--- config.mk ---
export PLATFORM = sky130hd
export DESIGN_NAME = encoder_4_2_bh
export DESIGN_NICKNAME = d
export VERILOG_FILES = /design/src/rtl/encoder_pkg.sv /design/src/rtl/encoder_4_2_bh_onehot_check.sv /design/src/rtl/encoder_4_2_bh.sv
export SDC_FILE = /design/constraint.sdc
export NUM_CORES = 1
export LEC_CHECK = 0
export BUFFER_PORTS_ARGS = -buffer_cell sky130_fd_sc_hd__buf_2
export CORE_MARGIN = 2
export CORE_UTILIZATION = 48
export DETAILED_ROUTE_END_ITERATION = 7
export GPL_ROUTABILITY_DRIVEN = 0
export HOLD_SLACK_MARGIN = 0.12
export PLACE_DENSITY_LB_ADDON = 0.2
export RECOVER_POWER = 100
export SLEW_MARGIN = 5
export SYNTH_ARGS = -nofsm -noshare
export SYNTH_HDL_FRONTEND = slang
export SYNTH_HIERARCHICAL = 1
export SYNTH_SLANG_ARGS = --single-unit
--- constraint.sdc ---
create_clock -name clk -period 2.49 [get_ports clk]
set_input_delay 0.498 -clock clk [delete_from_list [all_inputs] [get_ports clk]]
set_output_delay 0.498 -clock clk [all_outputs]
set_load 0.02 [all_outputs]
--- src/rtl/encoder_pkg.sv ---
// Shared types and constants for the registered 4-to-2 one-hot encoder.
// Optional priority-encoding mode is selected by ENCODER_4_2_PRIORITY_EN.
package encoder_pkg;

  localparam int unsigned REQ_W = 4;
  localparam int unsigned IDX_W = 2;

  typedef logic [IDX_W-1:0] idx_t;
  typedef logic [REQ_W-1:0] req_t;

  // Bit order matches the d_out port: {invalid, index}.
  typedef struct packed {
    logic invalid;
    idx_t idx;
  } result_t;

  localparam idx_t INVALID_IDX = 2'b00;

  localparam result_t RESULT_RST = '{invalid: 1'b0, idx: 2'b00};
  localparam result_t RESULT_BAD = '{invalid: 1'b1, idx: INVALID_IDX};

  function automatic result_t make_result(input logic invalid, input idx_t idx);
    result_t r;
    r.invalid = invalid;
    r.idx     = invalid ? INVALID_IDX : idx;
    return r;
  endfunction

endpackage

--- src/rtl/encoder_4_2_bh_onehot_check.sv ---
// Combinational one-hot validator/encoder: 4-bit request vector to {invalid, index}.
// With ENCODER_4_2_PRIORITY_EN defined, the highest set bit wins and only 0000 is invalid.
module onehot_check
  import encoder_pkg::*;
(
  input  req_t    vec_i,
  output result_t res_o
);

`ifdef ENCODER_4_2_PRIORITY_EN

  always_comb begin
    res_o = RESULT_BAD;
    // Ascending scan so the last hit, i.e. the highest set bit, is kept.
    for (int i = 0; i < REQ_W; i++) begin
      if (vec_i[i]) begin
        res_o = make_result(1'b0, idx_t'(i));
      end
    end
  end

`else

  always_comb begin
    res_o = RESULT_BAD;
    case (vec_i)
      4'b0001: res_o = make_result(1'b0, 2'd0);
      4'b0010: res_o = make_result(1'b0, 2'd1);
      4'b0100: res_o = make_result(1'b0, 2'd2);
      4'b1000: res_o = make_result(1'b0, 2'd3);
      default: res_o = RESULT_BAD;
    endcase
  end

`endif

endmodule

--- src/rtl/encoder_4_2_bh.sv ---
// Registered 4-to-2 one-hot encoder with invalid flag and saturating invalid-sample counter.
// Encoding mode follows ENCODER_4_2_PRIORITY_EN (see onehot_check).
module encoder_4_2_bh
  import encoder_pkg::*;
#(
  parameter int CNT_W = 8
) (
  input  logic             clk,
  input  logic             rst_n,
  input  logic             in_valid,
  input  logic [3:0]       d_in,
  input  logic             cnt_clr,
  output logic [2:0]       d_out,
  output logic             invalid_data,
  output logic             out_valid,
  output logic [CNT_W-1:0] err_cnt
);

  localparam logic [CNT_W-1:0] CNT_MAX = '1;

  result_t          chk_res;
  result_t          res_q, res_d;
  logic             vld_q, vld_d;
  logic [CNT_W-1:0] cnt_q, cnt_d;
  logic             bad_accept;

  onehot_check u_onehot_check (
    .vec_i (d_in),
    .res_o (chk_res)
  );

  assign bad_accept = in_valid && chk_res.invalid;

  always_comb begin
    res_d = res_q;
    vld_d = in_valid;
    cnt_d = cnt_q;
    if (in_valid) begin
      res_d = chk_res;
    end
    // Clear takes priority over a simultaneous invalid acceptance.
    if (cnt_clr) begin
      cnt_d = '0;
    end else if (bad_accept && (cnt_q != CNT_MAX)) begin
      cnt_d = cnt_q + CNT_W'(1);
    end
  end

  always_ff @(posedge clk or negedge rst_n) begin
    if (!rst_n) begin
      res_q <= RESULT_RST;
      vld_q <= 1'b0;
      cnt_q <= '0;
    end else begin
      res_q <= res_d;
      vld_q <= vld_d;
      cnt_q <= cnt_d;
    end
  end

  assign d_out        = res_q;
  assign invalid_data = res_q.invalid;
  assign out_valid    = vld_q;
  assign err_cnt      = cnt_q;

endmodule

==> flow_metrics.env <==
export IMPL_rr_worst_depth=5
export IMPL_numCtsBuffers=3
export IMPL_synth_xor_area_share_pct=4.12
export IMPL_period_needed_ns=1.83
export IMPL_hold_buffers=1
export IMPL_run_status="finished, final reports clean"
export IMPL_crit_required_ns=2.69
export IMPL_drt_iter0_markers=14
export IMPL_leakagePower_nw=0.317
export IMPL_overflow=0
export IMPL_top_usage_layer="met2"
export IMPL_clockRootBuffer="clkbuf_4"
export IMPL_die_width_um=40.5
export IMPL_crit_path_end="err_cnt[5]$_DFFE_PN0P_"
export IMPL_vias=561
export IMPL_core_um2=1270
export IMPL_min_path_type="in2reg"
export IMPL_fmax_mhz=548
export IMPL_ir_drop_mv=0.326
export IMPL_nNetsFinal=97
export IMPL_synth_area_per_cell_um2=9.97
export IMPL_drv_slew=0
export IMPL_r2r_end="err_cnt[3]$_DFFE_PN0P_"
export IMPL_yosys_warnings=6
export IMPL_path_class="in2reg"
export IMPL_syn_inst=64
export IMPL_htree_levels=1
export IMPL_ys_seq_area_share_pct=47.1
export IMPL_grt_use_met1_pct=26.4
export IMPL_avgViaCountPerCell=5.55
export IMPL_portBuffers=20
export IMPL_powerDensity_nw_per_um2=515
export IMPL_synth_simple_gate_area_share_pct=26.5
export IMPL_clk_pin_slew_ns=0.07
export IMPL_wl_per_cell_um=12.4
export IMPL_finalWirelength_um=1260
export IMPL_critPathCaptureType="flip-flop"
export IMPL_hold_violations=0
export IMPL_clock_latency_ns=0.27
export IMPL_drv_cap=0
export IMPL_cp_start_kind="primary input"
export IMPL_met2_usage_pct=26.6
export IMPL_synth_compound_area_share_pct=9.61
export IMPL_drc=0
export IMPL_synth_mux_area_share_pct=8.43
export IMPL_cp_max_fo=4
export IMPL_synth_cell_types=29
export IMPL_period_share_pct=73.3
export IMPL_dp_hpwl_um=948
export IMPL_antennaDiodeCount=0
export IMPL_synth_top_family_by_area="simple AND/OR/NAND/NOR gates"
export IMPL_worst_slew_pin_transition_ns=0.637
export IMPL_cts_setup_buffers=0
export IMPL_pin_count=21
export IMPL_rsz0062_at_grt="no"
export IMPL_dr_pass1_iters=4
export IMPL_dp_slack_ns=0.497
export IMPL_arrival_ns=2.02
export IMPL_grt_total_usage_pct=19.0
export IMPL_reg2reg_slack_ns=0.99
export IMPL_syn_area_um2=638
export IMPL_cts_sinks=12
export IMPL_relSlewSlack_pct=57.5
export IMPL_die_area_um2=1640
export IMPL_synthesis_nets=73
export IMPL_worstSetupStartpoint="d_in[3]"
export IMPL_whs_ns=0.449
export IMPL_fin_skew_ns=0.000969
export IMPL_start_util_pct=50.3
export IMPL_antenna_left=0
export IMPL_cts_tree="built"
export IMPL_instances_no_fill=101
export IMPL_die_h_um=40.5
export IMPL_grt_pass1_vias=465
export IMPL_drive_gt1_share_pct=16.3
export IMPL_antenna_found_initial=0
export IMPL_worst_slack_ns=0.665
export IMPL_synth_fa_ha_area_share_pct=1.96
export IMPL_cts_resized=0
export IMPL_grt_pass1_wl_um=1990
export IMPL_finalSetupViolations=0
export IMPL_row_count=13
export IMPL_cts_buffer_depth=2
export IMPL_yosys_register_bits=12
export IMPL_grt_max_degree=13
export IMPL_use_met3_pct=5.00
export IMPL_area_delta_synth_final_pct=18.4
export IMPL_tns_ns=0
export IMPL_dp_cells=97
export IMPL_r2r_start="err_cnt[0]$_DFFE_PN0P_"
report_power, final:
part / switching [mW] / leakage (nW) / internal (mW)
Sequential: 0.00727 / 0.159 / 0.204
Clock: 0.0603 / 0.0138 / 0.0560
Combinational: 0.0389 / 0.144 / 0.0229
routing by layer:
layer  vias up  wire length, um
met1       259              633
met2        19              541
met4         0               18
met5         -                0
met3         4               63
li1        279                -
area by class of cell:
class	count	area, um^2
multi-input combinational	49	320
inverter	1	3.75
tap	15	18.8
fill	115	513
timing repair buffer	21	90.1
clock buffer	3	22.5
sequential	12	300
synth_stat cells:
cell / n / area, um^2
nand2_1: 4 / 15.0
mux2i_1: 2 / 20.0
inv_1: 1 / 3.75
and4_1: 1 / 8.76
and3_2: 1 / 7.51
nor2_1: 8 / 30.0
and2_4: 1 / 8.76
nor3_1: 3 / 15.0
or4_1: 1 / 7.51
o31ai_1: 1 / 7.51
o211a_1: 1 / 10.0
buf_4: 1 / 7.51
nor4b_1: 1 / 8.76
dfrtp_1: 12 / 300
xor2_1: 1 / 8.76
o21ai_0: 2 / 10.0
buf_1: 1 / 3.75
o21bai_1: 1 / 7.51
a31oi_1: 1 / 6.26
or4b_1: 2 / 20.0
mux2_2: 3 / 33.8
or3_2: 1 / 7.51
or2_2: 1 / 6.26
a21oi_1: 4 / 20.0
ha_1: 1 / 12.5
xnor2_1: 2 / 17.5
nand2_2: 1 / 6.26
nand4_1: 2 / 12.5
nand3_1: 3 / 15.0
placed cells by master, fill, tap and decap left out, drive strengths merged:
master	netlist	layout
a31oi	1	1
or2	1	1
nand2	5	5
nor2	8	8
nor4b	1	1
inv	1	1
o31ai	1	1
and2	1	1
and3	1	1
nand4	2	2
mux2	3	3
mux2i	2	2
or3	1	1
o211a	1	1
dlygate4sd3	0	1
buf	2	4
or4b	2	2
a21oi	4	4
o21bai	1	1
xor2	1	1
xnor2	2	2
dfrtp	12	12
nor3	3	3
ha	1	1
clkbuf	0	19
or4	1	1
o21ai	2	2
nand3	3	3
and4	1	1
worst max-delay path, stage by stage:
cell and delay (ns):
clkbuf_1 0.12, xnor2_1 0.22, o211a_1 0.21, and2_0 0.22
nand2_2 0.09, or4_1 0.50, a21oi_1 0.15
sequential cells by signal, indices dropped and copies added (netlist names):
name	flops
err_cnt	8
invalid_data	1
out_valid	1
d_out	2
how the worst min path moves through the flow:
| stage | startpoint | end | slack (ns) | depth (start not counted) |
|---|---|---|---|---|
| after floorplan | rst_n | d_out[0]$_DFFE_PN0P_ | 0.20 | 0 |
| after global placement | rst_n | out_valid$_DFF_PN0_ | 0.39 | 1 |
| after detailed placement | rst_n | err_cnt[6]$_DFFE_PN0P_ | 0.39 | 1 |
| after CTS | in_valid | out_valid$_DFF_PN0_ | 0.41 | 1 |
| after global routing | in_valid | out_valid$_DFF_PN0_ | 0.45 | 1 |
| final | in_valid | out_valid$_DFF_PN0_ | 0.45 | 1 |
cells by family (layout without fill, tap and decap cells):
logic type / after synthesis / in the layout
AND/OR/NAND/NOR: 30 / 30
flip-flops: 12 / 12
AO/OA/AOI/OAI: 10 / 10
multiplexers: 5 / 5
XOR/XNOR: 3 / 3
buffers and inverters: 3 / 25
adder cells (fa/ha/maj): 1 / 1
through the flow:
stage                     utilization [%]  total power, mW  instance area [um^2]
after CTS                            61.3            0.399                   778
after global placement               58.8            0.279                   746
after detailed placement             58.8            0.281                   746
final                                59.6            0.389                   756
after floorplan                         -            0.256                   638
after global routing                 59.6            0.413                   756
(Power assumes the default switching activity.)
